File: src/rtl/tpg_pkg.sv
// Shared definitions for the test-pattern generator: mode encoding,
// colour-bar table and flag expansion helper.
package tpg_pkg;

  localparam int unsigned TPG_MODE_W = 3;
  localparam int unsigned TPG_BAR_N  = 8;
  localparam int unsigned TPG_MAX_DW = 32;

  typedef enum logic [TPG_MODE_W-1:0] {
    TPG_PASS   = 3'd0,
    TPG_FLAT   = 3'd1,
    TPG_BAR    = 3'd2,
    TPG_RAMP   = 3'd3,
    TPG_THIRDS = 3'd4,
    TPG_CHECK  = 3'd5
  } tpg_mode_e;

  // One-bit-per-component colour, expanded to full scale at use.
  typedef struct packed {
    logic r;
    logic g;
    logic b;
  } tpg_flag_rgb_t;

  // Index 0 is the leftmost bar: white, yellow, cyan, green, magenta, red, blue, black.
  localparam tpg_flag_rgb_t [TPG_BAR_N-1:0] TPG_BAR_TABLE = {
    3'b000,  // 7 black
    3'b001,  // 6 blue
    3'b100,  // 5 red
    3'b101,  // 4 magenta
    3'b010,  // 3 green
    3'b011,  // 2 cyan
    3'b110,  // 1 yellow
    3'b111   // 0 white
  };

  // Replicate a colour flag to the widest supported component; callers cast down to DW.
  function automatic logic [TPG_MAX_DW-1:0] tpg_flag_expand(input logic flag);
    return {TPG_MAX_DW{flag}};
  endfunction

  // Modes 1..5 replace active pixels; 0, 6 and 7 forward the input.
  function automatic logic tpg_is_generated(input logic [TPG_MODE_W-1:0] mode);
    return (mode >= 3'(TPG_FLAT)) && (mode <= 3'(TPG_CHECK));
  endfunction

endpackage

File: src/rtl/tpg_timing_cnt.sv
// Pixel/line position counters aligned to the first pipeline stage, plus the
// frame-start and line-end pulses derived from the incoming syncs.
module tpg_timing_cnt
  import tpg_pkg::*;
#(
  parameter int unsigned CW = 11
) (
  input  logic          i_pclk,
  input  logic          i_rst,
  input  logic          sync_h,
  input  logic          sync_v,
  output logic [CW-1:0] hcount,
  output logic [CW-1:0] vcount,
  output logic          sync_h_d,
  output logic          sync_v_d,
  output logic          frame_start_c,
  output logic          line_end_c
);

  localparam logic [CW-1:0] CNT_MAX = {CW{1'b1}};

  // Edge pulses use the previous-cycle syncs, which reset to 0 so a sync_v already high counts as a rise.
  assign frame_start_c = sync_v & ~sync_v_d;
  assign line_end_c    = sync_h_d & ~sync_h;

  // Counters describe the pixel now entering stage 1: the first active pixel of a line is 0.
  always_ff @(posedge i_pclk) begin
    if (i_rst) begin
      sync_h_d <= 1'b0;
      sync_v_d <= 1'b0;
      hcount   <= '0;
      vcount   <= '0;
    end else begin
      sync_h_d <= sync_h;
      sync_v_d <= sync_v;

      if (!sync_h || !sync_h_d) begin
        hcount <= '0;
      end else if (hcount != CNT_MAX) begin
        hcount <= hcount + CW'(1);
      end

      if (!sync_v) begin
        vcount <= '0;
      end else if (line_end_c && (vcount != CNT_MAX)) begin
        vcount <= vcount + CW'(1);
      end
    end
  end

endmodule

File: src/rtl/tpg_pattern_gen.sv
// RGB test-pattern generator with a fixed two-cycle pipe.
// Optional build macro: TPG_BORDER_EN forces a one-pixel white frame border
// in the generated modes.
module tpg_pattern_gen
  import tpg_pkg::*;
#(
  parameter int unsigned      H_ACTIVE   = 1920,
  parameter int unsigned      V_ACTIVE   = 1080,
  parameter int unsigned      DW         = 8,
  parameter int unsigned      CHECK_LOG2 = 6,
  parameter logic [3*DW-1:0]  FLAT_RGB   = {3{8'h77}}
) (
  input  logic                  i_pclk,
  input  logic                  i_rst,
  input  logic                  i_sync_h,
  input  logic                  i_sync_v,
  input  logic [DW-1:0]         i_r,
  input  logic [DW-1:0]         i_g,
  input  logic [DW-1:0]         i_b,
  input  logic [TPG_MODE_W-1:0] i_mode,
  output logic                  o_sync_h,
  output logic                  o_sync_v,
  output logic [DW-1:0]         o_r,
  output logic [DW-1:0]         o_g,
  output logic [DW-1:0]         o_b,
  output logic [TPG_MODE_W-1:0] o_mode
);

  localparam int unsigned MAX_DIM  = (H_ACTIVE > V_ACTIVE) ? H_ACTIVE : V_ACTIVE;
  localparam int unsigned CW       = $clog2(MAX_DIM + 1);
  localparam int unsigned BAR_W    = H_ACTIVE / TPG_BAR_N;
  localparam int unsigned V_THIRD1 = V_ACTIVE / 3;
  localparam int unsigned V_THIRD2 = (2 * V_ACTIVE) / 3;
  localparam logic [DW-1:0] FULL   = {DW{1'b1}};

  logic [CW-1:0]         hcount;
  logic [CW-1:0]         vcount;
  logic                  sync_h_d;
  logic                  sync_v_d;
  logic                  frame_start_c;
  logic                  line_end_c;
  logic                  unused_line_end;
  logic [DW-1:0]         r_d, g_d, b_d;
  logic [TPG_MODE_W-1:0] mode_q;
  logic [2:0]            bar_idx;
  tpg_flag_rgb_t         bar_flags;
  logic [DW-1:0]         ramp;
  logic                  chk;
  logic [DW-1:0]         pix_r, pix_g, pix_b;

  tpg_timing_cnt #(
    .CW (CW)
  ) u_timing_cnt (
    .i_pclk        (i_pclk),
    .i_rst         (i_rst),
    .sync_h        (i_sync_h),
    .sync_v        (i_sync_v),
    .hcount        (hcount),
    .vcount        (vcount),
    .sync_h_d      (sync_h_d),
    .sync_v_d      (sync_v_d),
    .frame_start_c (frame_start_c),
    .line_end_c    (line_end_c)
  );

  // Line-end pulse is only needed inside the counter block.
  assign unused_line_end = line_end_c;

`ifdef TPG_BORDER_EN
  logic border_hit;

  // Outermost active row/column of the nominal frame.
  assign border_hit = (hcount == CW'(0)) || (hcount == CW'(H_ACTIVE - 1)) ||
                      (vcount == CW'(0)) || (vcount == CW'(V_ACTIVE - 1));
`endif

  // Stage 1: mode latch at frame start and delayed input pixel.
  always_ff @(posedge i_pclk) begin
    if (i_rst) begin
      mode_q <= '0;
      r_d    <= '0;
      g_d    <= '0;
      b_d    <= '0;
    end else begin
      if (frame_start_c) begin
        mode_q <= i_mode;
      end
      r_d <= i_r;
      g_d <= i_g;
      b_d <= i_b;
    end
  end

  assign o_mode = mode_q;

  // Pattern selection for the pixel held in stage 1.
  always_comb begin
    pix_r   = '0;
    pix_g   = '0;
    pix_b   = '0;
    bar_idx = '0;
    ramp    = DW'(hcount);
    chk     = hcount[CHECK_LOG2] ^ vcount[CHECK_LOG2];

    // Bar index by threshold compare; anything past bar 7 stays black.
    for (int unsigned k = 1; k < TPG_BAR_N; k++) begin
      if (hcount >= CW'(k * BAR_W)) begin
        bar_idx = 3'(k);
      end
    end
    bar_flags = TPG_BAR_TABLE[bar_idx];

    if (!tpg_is_generated(mode_q)) begin
      pix_r = r_d;
      pix_g = g_d;
      pix_b = b_d;
    end else if (sync_h_d && sync_v_d) begin
      case (mode_q)
        TPG_FLAT: begin
          {pix_r, pix_g, pix_b} = FLAT_RGB;
        end
        TPG_BAR: begin
          pix_r = DW'(tpg_flag_expand(bar_flags.r));
          pix_g = DW'(tpg_flag_expand(bar_flags.g));
          pix_b = DW'(tpg_flag_expand(bar_flags.b));
        end
        TPG_RAMP: begin
          pix_r = ramp;
          pix_g = ramp;
          pix_b = ramp;
        end
        TPG_THIRDS: begin
          if (vcount < CW'(V_THIRD1)) begin
            pix_r = ramp;
          end else if (vcount < CW'(V_THIRD2)) begin
            pix_g = ramp;
          end else begin
            pix_b = ramp;
          end
        end
        TPG_CHECK: begin
          pix_r = {DW{chk}};
          pix_g = {DW{chk}};
          pix_b = {DW{chk}};
        end
        default: begin
        end
      endcase
`ifdef TPG_BORDER_EN
      if (border_hit) begin
        pix_r = FULL;
        pix_g = FULL;
        pix_b = FULL;
      end
`endif
    end
  end

  // Stage 2: registered pixel and syncs.
  always_ff @(posedge i_pclk) begin
    if (i_rst) begin
      o_sync_h <= 1'b0;
      o_sync_v <= 1'b0;
      o_r      <= '0;
      o_g      <= '0;
      o_b      <= '0;
    end else begin
      o_sync_h <= sync_h_d;
      o_sync_v <= sync_v_d;
      o_r      <= pix_r;
      o_g      <= pix_g;
      o_b      <= pix_b;
    end
  end

  // Saturated white is only referenced by the border option.
  logic unused_full;
  assign unused_full = &FULL;

endmodule

File: config.mk
export PLATFORM = sky130hd
export DESIGN_NAME = tpg_pattern_gen
export DESIGN_NICKNAME = d
export VERILOG_FILES = /design/src/rtl/tpg_pkg.sv /design/src/rtl/tpg_timing_cnt.sv /design/src/rtl/tpg_pattern_gen.sv
export SDC_FILE = /design/constraint.sdc
export NUM_CORES = 1
export LEC_CHECK = 0
export ABC_AREA = 1
export BUFFER_PORTS_ARGS = -buffer_cell sky130_fd_sc_hd__buf_2
export CAP_MARGIN = 20
export CORE_AREA = 3 3 85 87
export DETAILED_ROUTE_END_ITERATION = 6
export DIE_AREA = 0 0 88 90
export PLACE_DENSITY = 0.86
export SLEW_MARGIN = 20
export SYNTH_ARGS = -nofsm -noshare
export SYNTH_HDL_FRONTEND = slang
export SYNTH_HIERARCHICAL = 1
export SYNTH_SLANG_ARGS = --single-unit
File: constraint.sdc
create_clock -name i_pclk -period 1.65 [get_ports i_pclk]
set_input_delay 0.33 -clock i_pclk [delete_from_list [all_inputs] [get_ports i_pclk]]
set_output_delay 0.33 -clock i_pclk [all_outputs]
set_load 0.05 [all_outputs]
## Word-level counts from Yosys, hierarchy flattened

Memories as Yosys holds them, arrays and structs flattened.
Index checks and enable logic that the tools add are counted.

| word-level totals | value |
|---|---|
| bits in registers | 77 |
| bits in read-only memories | 24 |
| input port bits | 31 |
| output and inout bits | 29 |
| logic and storage cells | 71 |
| memories kept | 1 |

Memories:

| memory | words | bits a word | rd ports | clocked after Yosys merged registers in | wr ports | line | RTL |
|---|---|---|---|---|---|---|---|
| (no name shown) | 8 | 3 | 1 | 0 | 0 | tpg_pattern_gen.sv:111 | `bar_flags = TPG_BAR_TABLE[bar_idx];` |

| cells by class | value |
|---|---|
| add/sub/neg operators | 2 |
| magnitude comparators | 12 |
| eq/ne operators | 7 |
| multiplexer cells | 22 |
| bitwise gates (word level) | 6 |
| reductions and logical operators | 8 |

Operators with widths:

| kind | count |
|---|---|
| 8-bit one-hot mux with 5 select lines | 3 |
| 8-bit 2-to-1 mux | 11 |
| 11-bit greater-or-equal comparator (second input constant) | 3 |
| 11-bit by 1-bit adder with 11-bit output (second input constant) | 2 |
| 11-bit by 10-bit greater-or-equal comparator with 1-bit output (second input constant) | 2 |
| 11-bit inequality test (second input constant) | 2 |
| 3-bit 2-to-1 mux | 7 |
| 11-bit by 8-bit greater-or-equal comparator with 1-bit output (second input constant) | 1 |
| 11-bit by 9-bit greater-or-equal comparator with 1-bit output (second input constant) | 1 |
| 11-bit by 10-bit less-than comparator with 1-bit output (second input constant) | 1 |
| 11-bit by 9-bit less-than comparator with 1-bit output (second input constant) | 1 |
| 3-bit by 2-bit equality test with 1-bit output (second input constant) | 2 |
| 3-bit equality test (second input constant) | 2 |
| 3-bit by 4-bit less-than comparator with 1-bit output (second input constant) | 1 |
| 2-bit OR reduction | 2 |
| 3-bit by 1-bit equality test with 1-bit output (second input constant) | 1 |
| 3-bit by 1-bit greater-or-equal comparator with 1-bit output (second input constant) | 1 |
| 3-bit <= comparator (second input constant) | 1 |
| 1-bit logical AND | 3 |
| 1-bit inverter | 3 |
| 1-bit bitwise AND | 2 |
| 1-bit zero test | 2 |
| 1-bit logical OR | 1 |
| 1-bit 2-to-1 mux | 1 |
| 1-bit XOR | 1 |

## Longest topological paths before layout

Gate-level depths: netlist of the first run.

| depth | value |
|---|---|
| depth after elaboration | 13 |
| depth in mapped cells | 14 |
| mapped depth without buffers | 13 |

## Hierarchy

The synthesis of the first run kept the hierarchy.

Modules (own cells, without submodules):

| module | times used | cells each | area an instance (µm²) | sequential area each (µm²) |
|---|---|---|---|---|
| tpg_pattern_gen | 1 | 342 | 2369.8 | 1061.0 |
| tpg_timing_cnt | 1 | 191 | 1302.5 | 480.5 |

## Least setup slack after synthesis of the first run

Ideal clock, no wire load.

| path | value |
|---|---|
| kind | register to register |
| start | register mode_q[2] (netlist: o_mode[2]) |
| end | register o_b[4] |
| library setup time | 0.070 ns |
| arrival | 1.696 ns |
| required time | 1.580 ns |
| path slack | -0.117 ns |
| cell stages (with the launch flop) | 12 |
| buffers on the path | 0 |
| period minus slack after synthesis | 1.767 ns |
| cell sequence | dfxtp_1 > inv_2 > nor2_4 > inv_2 > nor2_8 > inv_2 > nor2_2 > inv_1 > o21a_1 > nand2_1 > nand2_1 > a21oi_1 |

| on the way | value |
|---|---|
| longest elaborated chain between the ends | 4 |
| elaborated cells on any way between the ends | 11 |
| those cells by class | order compare: 2; eq/ne: 5; mux: 3; reduce/logical: 1 |

RTL lines:

| item | line | RTL |
|---|---|---|
| start: declaration | tpg_pattern_gen.sv:44 | `logic [TPG_MODE_W-1:0] mode_q;` |
| start signal: assignment | tpg_pattern_gen.sv:86 | `mode_q <= i_mode;` |
| 3-bit equality test, or another cell as far along | tpg_pattern_gen.sv:118 | `case (mode_q)` |
| 8-bit one-hot mux with 5 select lines | tpg_pattern_gen.sv:118 |  |
| 8-bit 2-to-1 mux | tpg_pattern_gen.sv:117 | `end else if (sync_h_d && sync_v_d) begin` |
| 8-bit 2-to-1 mux * | tpg_pattern_gen.sv:113 | `if (!tpg_is_generated(mode_q)) begin` |
| end signal: assignment | tpg_pattern_gen.sv:172 | `o_b <= pix_b;` |
| end: declaration | tpg_pattern_gen.sv:25 | `output logic [DW-1:0] o_b,` |

Mark *: on every way between the ends. The rest lies on a longest branch, timed or not.
A chain may end at the register's enable or synchronous reset.

## Final worst setup path of the first run

| path | value |
|---|---|
| start | register mode_q[2] (netlist: o_mode[2]) |
| end | register o_r[1] |

| on the way | value |
|---|---|
| longest elaborated chain between the ends | 4 |
| elaborated cells on any way between the ends | 11 |
| those cells by class | order compare: 2; eq/ne: 5; mux: 3; reduce/logical: 1 |

RTL lines:

| item | line | RTL |
|---|---|---|
| 3-bit equality test, or another cell as far along | tpg_pattern_gen.sv:118 |  |
| 8-bit one-hot mux with 5 select lines | tpg_pattern_gen.sv:118 |  |
| 8-bit 2-to-1 mux | tpg_pattern_gen.sv:117 |  |
| 8-bit 2-to-1 mux * | tpg_pattern_gen.sv:113 |  |
| end signal: assignment | tpg_pattern_gen.sv:170 | `o_r <= pix_r;` |
| end: declaration | tpg_pattern_gen.sv:23 | `output logic [DW-1:0] o_r,` |

Marks and branches as above.

==> metrics.txt, run 1 <==
Worst Path Buf+Inv=4; HP Class=in2reg; TritonCTS Sinks=77; vias per cell=5.18; Die ar.=0.00792 sq mm; Final setup violation count=0; Final Skew=0.00929 ns; crit path capture type=register; H-tree Lvls=3; Longest Clk Path Bufs=2; Finished Layout Cells=695; Area contributors post-synth=dfxtp_1 (42%), nand2_1 (14%), nor2_1 (7.6%); global-route wire length before repair=14200 um; Crit path max-delay family=simple AND/OR/NAND/NOR gates; worst path arrival time=1.87 ns; post-DP HPWL=6160 um; n_diodes=0; Ys Warns=6; nets=646; DRC Markers=0; area delta synth->final=21.7%; measured slew at the worst slew-check pin=0.497 ns; Die H=90 um; crit-path cells=inv_6, nor2_4, inv_4, nor2_8, inv_6, nor2_4, inv_2, o211ai_1, nand2_1, a21oi_1; core box area=0.00642 sq mm; WHS=0.161 ns; Worst-Skew Late Latency=0.36 ns; DR WL/cell=12.7 um; Power, Total=4.09 mW; most common flop cell mapped by yosys=dfxtp_1; Synth Area in XOR/XNOR=0.00954; CP max FO=7; #FFs+latches synth=77; grt ovf=0; DP Cell Count=672; Critical-path top delay cell=dfxtp_4; Logic pwr share=0.133; Fin Setup TNS=0 ns; Worst setup SP type=register; mux share of post-synthesis cell area=0; Tcrit/Tclk final=0.956; CTS Buf Count=9; Simple-Gate Fraction of Synth Area=0.343; CP peak stage delay=0.39 ns; Post-synth EDFFs=0; Die W=88 um; largest family of logic cells by synthesized area=simple AND/OR/NAND/NOR gates; syn_nets=566; Slew Limit Fails=0; largest net degree at the start of global routing=54; total iterations of the first detailed-routing run=5; max_cap viols=0; ys async rst share=0; Worst Setup Path Type=reg2reg; internal cell power=3.00 mW; maximum vdd drop=0.000742 V; Power Density=915 mW/mm^2; Starting Density=0.572; fmax=634 MHz; Post-Route WL=8800 um; Clock Root Buffer=clkbuf_8; vias=3601; Post-DRT Antenna Nets=0; layout cells sized above 1=0.243; status=finished clean; gr usage total=0.221; Fin. Hold Viols=0; static leakage=2.04 nW; initial DRC count=394; Worst slew margin=0.669; Fillers=517; initial antenna violation count=0; switching power share of the total=0.267; port bufs=59; placer congestion estimate=0.891; Post-Synthesis Cells=533; hold-fix buffers at CTS=0; Post-Synth Adder-Cell Area=0.00681; Compound-Gate Fraction of Synth Area=0.119; io pins=60; Netlist cell types=36; minimum clock period=1.58 ns; sequential share of the synthesized area=0.420; Rows=29; number of global-route vias before repair=3288; flop2flop setup slack=0.07 ns; CTS tree=yes; synthesized area=0.00367 sq mm; Data required, critical path=1.94 ns; part of the power in registers=0.480; Clk pwr share=0.387; Clock Pin Slew Worst Setup and Hold Paths=0.08 ns; largest area contributor in the netlist=dfxtp_1; Synth top area share=0.420; Avg Cell Area, Syn=6.89 sq um; Psw=1.09 mW
-- worst register-to-register path, stage by stage, from the launching register on --
cell	delay, ns
dfxtp_4	0.39
inv_6	0.04
nor2_4	0.13
inv_4	0.06
nor2_8	0.14
inv_6	0.07
nor2_4	0.12
inv_2	0.04
o211ai_1	0.24
nand2_1	0.12
a21oi_1	0.14
-- registers in the layout, summed over array words and instances, names as in the netlist --
register and cells:
o_mode 3, o_g 8, o_sync_h 1, b_d 8, o_b 8, g_d 8
o_sync_v 1, u_timing_cnt/sync_h_d 1, u_timing_cnt/hcount 11, r_d 8, o_r 8, u_timing_cnt/vcount 11
u_timing_cnt/sync_v_d 1
-- cell families (layout without fill, tap and decap cells) --
logic type,Yosys count,in the layout
buffers and inverters,92,177
DFF,77,77
adders and majority gates,2,2
and+or+nand+nor,283,283
AOI/OAI and AO/OA,75,75
xor gates and xnor gates,4,4
-- cell usage after synthesis, drive strengths merged (2+ instances only) --
| cell type | n |
|---|---|
| o211ai | 7 |
| xnor2 | 3 |
| a21oi | 42 |
| nor2 | 93 |
| dfxtp | 77 |
| o21a | 6 |
| clkbuf | 7 |
| o21ai | 11 |
| buf | 8 |
| a31oi | 3 |
| nand4 | 5 |
| nand3b | 3 |
| ha | 2 |
| inv | 77 |
| nand2 | 138 |
| a211oi | 4 |
| nor3 | 2 |
| nand3 | 41 |
-- worst paths after layout --
check,start,end,cells past startpoint
worst min-delay path,i_rst,u_timing_cnt/sync_h_d$_SDFF_PP0_,2
worst max-delay path,o_mode[2]$_SDFFE_PP0P_,o_r[1]$_SDFF_PP0_,10
worst min register to register,g_d[4]$_SDFF_PP0_,o_g[4]$_SDFF_PP0_,2
worst max register to register,o_mode[2]$_SDFFE_PP0P_,o_r[1]$_SDFF_PP0_,10
-- routing by layer --
metal / global-route usage / part of all wire / wire length (um) / vias up
met4: 0.0857 / 0.025 / 220 / 0
li1: - / - / - / 1826
met3: 0.0640 / 0.079 / 698 / 25
met2: 0.350 / 0.48 / 4190 / 131
met1: 0.280 / 0.42 / 3680 / 1619
met5: 0 / 0 / 0 / -
-- through the flow --
step	cell area, sq um	utilization	worst slack, ns
2_1_floorplan	3670	-	0.0670
3_3_place_gp	4110	0.641	-0.0536
3_5_place_dp	4110	0.641	-0.0376
4_1_cts	4340	0.676	-0.00345
5_1_grt	4470	0.696	-0.0283
6_report	4470	0.696	0.0726
-- power groups by stage --
| stage | sequential, mW | combinational, mW | clock (mW) |
|---|---|---|---|
| finish | 1.96 | 0.543 | 1.58 |
| global route | 1.97 | 0.594 | 1.68 |
| CTS | 1.97 | 0.511 | 1.61 |
| detailed placement | 2.01 | 0.507 | 0 |
| global placement | 2.01 | 0.497 | 0 |
| floorplan | 2.14 | 0.247 | 0 |
-- cell usage in the layout, fill, tap and decap left out, types with 3 or more instances in the layout --
master,count
dfxtp_1,64
buf_4,24
inv_1,72
a211oi_1,3
nor2_1,74
o211ai_1,7
o21ai_1,3
dfxtp_4,4
nand2_1,134
clkbuf_8,10
nand3_2,3
xnor2_1,3
o21ai_0,7
nor2_2,13
dfxtp_2,9
buf_2,59
nor2_4,5
nand3_1,37
nand4_1,5
a21oi_1,40
nand3b_1,3
o21a_1,6
a31oi_1,3
-- cell type report --
type / count / area, sq um / share of cell area
repair buffers: 84 / 487 / 0.109
well taps: 77 / 96.3 / 0.0216
inverters: 77 / 302 / 0.0675
clock buffers: 11 / 141 / 0.0316
clock inverters: 5 / 83.8 / 0.0188
multi-input cells: 364 / 1790 / 0.401
flip-flops and latches: 77 / 1570 / 0.351
-- what timing repair did --
action / CTS / global route
gates cloned: 0 / 0
pin swaps: 0 / 9
setup endpoints to repair: 12 / 27
setup buffers: 0 / 7
resized for setup: 3 / 30
Power figures use the tool's default switching activity.
==> run 2: changes to the inputs <==
GPL_TIMING_DRIVEN = 0   (was default)
==> metrics.txt, run 2 (synthesized netlist as in run 1, its figures left out) <==
switching power share of the total=0.281; gr usage total=0.221; CP peak stage delay=0.38 ns; n_diodes=0; Post-Route WL=8680 um; Worst slew margin=0.673; CTS tree=yes; crit path capture type=register; layout cells sized above 1=0.251; Longest Clk Path Bufs=2; Final setup violation count=0; worst path arrival time=1.77 ns; Power Density=876 mW/mm^2; static leakage=2.00 nW; H-tree Lvls=3; worst slack at placement=-0.102 ns; maximum vdd drop=0.000748 V; biggest regs=u_timing_cnt/hcount (11), u_timing_cnt/vcount (11); Psw=1.09 mW; Final Skew=0.00888 ns; Clock Pin Slew Worst Setup and Hold Paths=0.08 ns; Clock Root Buffer=clkbuf_8; CTS Buf Count=9; Rows=29; Tcrit/Tclk final=0.942; Post-DRT Antenna Nets=0; Die H=90 um; Setup WS post-layout=0.0964 ns; grt ovf=0; nets=642; part of the power in registers=0.507; global-route wire length before repair=14200 um; max_cap viols=0; commonest non-fill, non-tap cells in the layout=nand2_1 (131), nor2_1 (72), inv_1 (71), buf_2 (63), dfxtp_1 (61); Slew Limit Fails=0; core box area=0.00642 sq mm; TritonCTS Sinks=77; Logic pwr share=0.138; Starting Density=0.572; total iterations of the first detailed-routing run=6; Fillers=517; vias=3601; Worst-Skew Late Latency=0.34 ns; area delta synth->final=20.4%; Die ar.=0.00792 sq mm; initial antenna violation count=0; Critical-path top delay cell=dfxtp_2; number of global-route vias before repair=3207; DRC Markers=0; Die W=88 um; Core Util, Final=0.689; CP max FO=8; post-DP HPWL=6210 um; HP Class=in2reg; measured slew at the worst slew-check pin=0.490 ns; most common cell after layout, fill and taps aside=nand2_1; Worst setup SP type=register; crit-path cells=xnor2_2, a21oi_2, a21oi_1, o21a_1, nand2_1, nand2_1, a21oi_2; placer congestion estimate=0.902; Clk pwr share=0.354; Data required, critical path=1.86 ns; initial DRC count=204; minimum clock period=1.55 ns; internal cell power=2.79 mW; DR WL/cell=12.6 um; largest net degree at the start of global routing=14; fmax=644 MHz; Fin. Hold Viols=0; io pins=60; Worst Setup Path Type=reg2reg; vias per cell=5.22; status=finished clean; port bufs=59
-- run 2: cell types whose count changed in the layout (fill, tap and decap cells not counted), moves of 4 or more --
cell	before	now
buf_2	59	63
nor2_2	13	17
clkbuf_1	1	6
buf_4	24	7
-- run 2: routing by layer --
layer	wire length (um)	vias up	share of wire	global-route usage
li1	-	1829	-	-
met1	3850	1621	0.44	0.295
met3	536	14	0.062	0.0356
met4	117	0	0.013	0.0754
met2	4170	137	0.48	0.357
met5	0	-	0	0
-- run 2: layout make-up --
cell class	count	area (sq um)	share of cell area
Buffer	15	96.3	0.0218
Clock buffer	9	124	0.0280
Clock inverter	6	63.8	0.0144
Inverter	77	292	0.0659
Multi-Input combinational cell	364	1820	0.412
Sequential cell	77	1570	0.356
Tap cell	77	96.3	0.0218
Timing Repair Buffer	65	353	0.0798
-- run 2: path summary, 6_finish.rpt --
kind,start,to,slack (ns),cells after the start
hold reg to reg,r_d[4]$_SDFF_PP0_,o_r[4]$_SDFF_PP0_,0.45,2
setup / recovery,u_timing_cnt/hcount[6]$_SDFFE_PP0P_,o_b[0]$_SDFF_PP0_,0.1,7
setup reg to reg,u_timing_cnt/hcount[6]$_SDFFE_PP0P_,o_b[0]$_SDFF_PP0_,0.1,7
hold / removal,i_b[2],b_d[2]$_SDFF_PP0_,0.18,3
-- run 2: metrics by stage --
| stage | power [mW] | area [sq um] | instances | setup TNS (ns) | hold slack, ns |
|---|---|---|---|---|---|
| floorplan | 2.38 | 3670 | 533 | 0 | 0.414 |
| global placement | 2.51 | 4070 | 669 | -0.720 | 0.435 |
| detailed placement | 2.52 | 4070 | 669 | -1.30 | 0.442 |
| CTS | 3.88 | 4270 | 684 | 0 | 0.167 |
| global route | 4.03 | 4420 | 690 | -0.169 | 0.180 |
| finish | 3.88 | 4420 | 690 | 0 | 0.183 |
-- run 2: repair_timing --
| item | CTS | global route |
|---|---|---|
| pin swaps | 0 | 8 |
| endpoints found under the setup margin | 20 | 32 |
| hold buffers | 0 | 0 |
| endpoints found under the hold margin | 0 | 0 |
| gates resized for setup | 7 | 40 |
| buffers inserted | 0 | 6 |
-- run 2: worst max-delay path: cells and delay by family (launching register included) --
| kind | cells | cell delay, ns |
|---|---|---|
| AOI/OAI and AO/OA | 4 | 0.67 |
| DFF | 1 | 0.38 |
| xor gates and xnor gates | 1 | 0.25 |
| and+or+nand+nor | 2 | 0.13 |
-- run 2: power groups by stage --
stage          registers, mW  logic (mW)  clock network (mW)
3_3_place_gp            2.01       0.501                   0
4_1_cts                 1.97       0.515                1.40
5_1_grt                 1.97       0.587                1.47
6_report                1.97       0.536                1.37
3_5_place_dp            2.01       0.510                   0
2_1_floorplan           2.14       0.247                   0
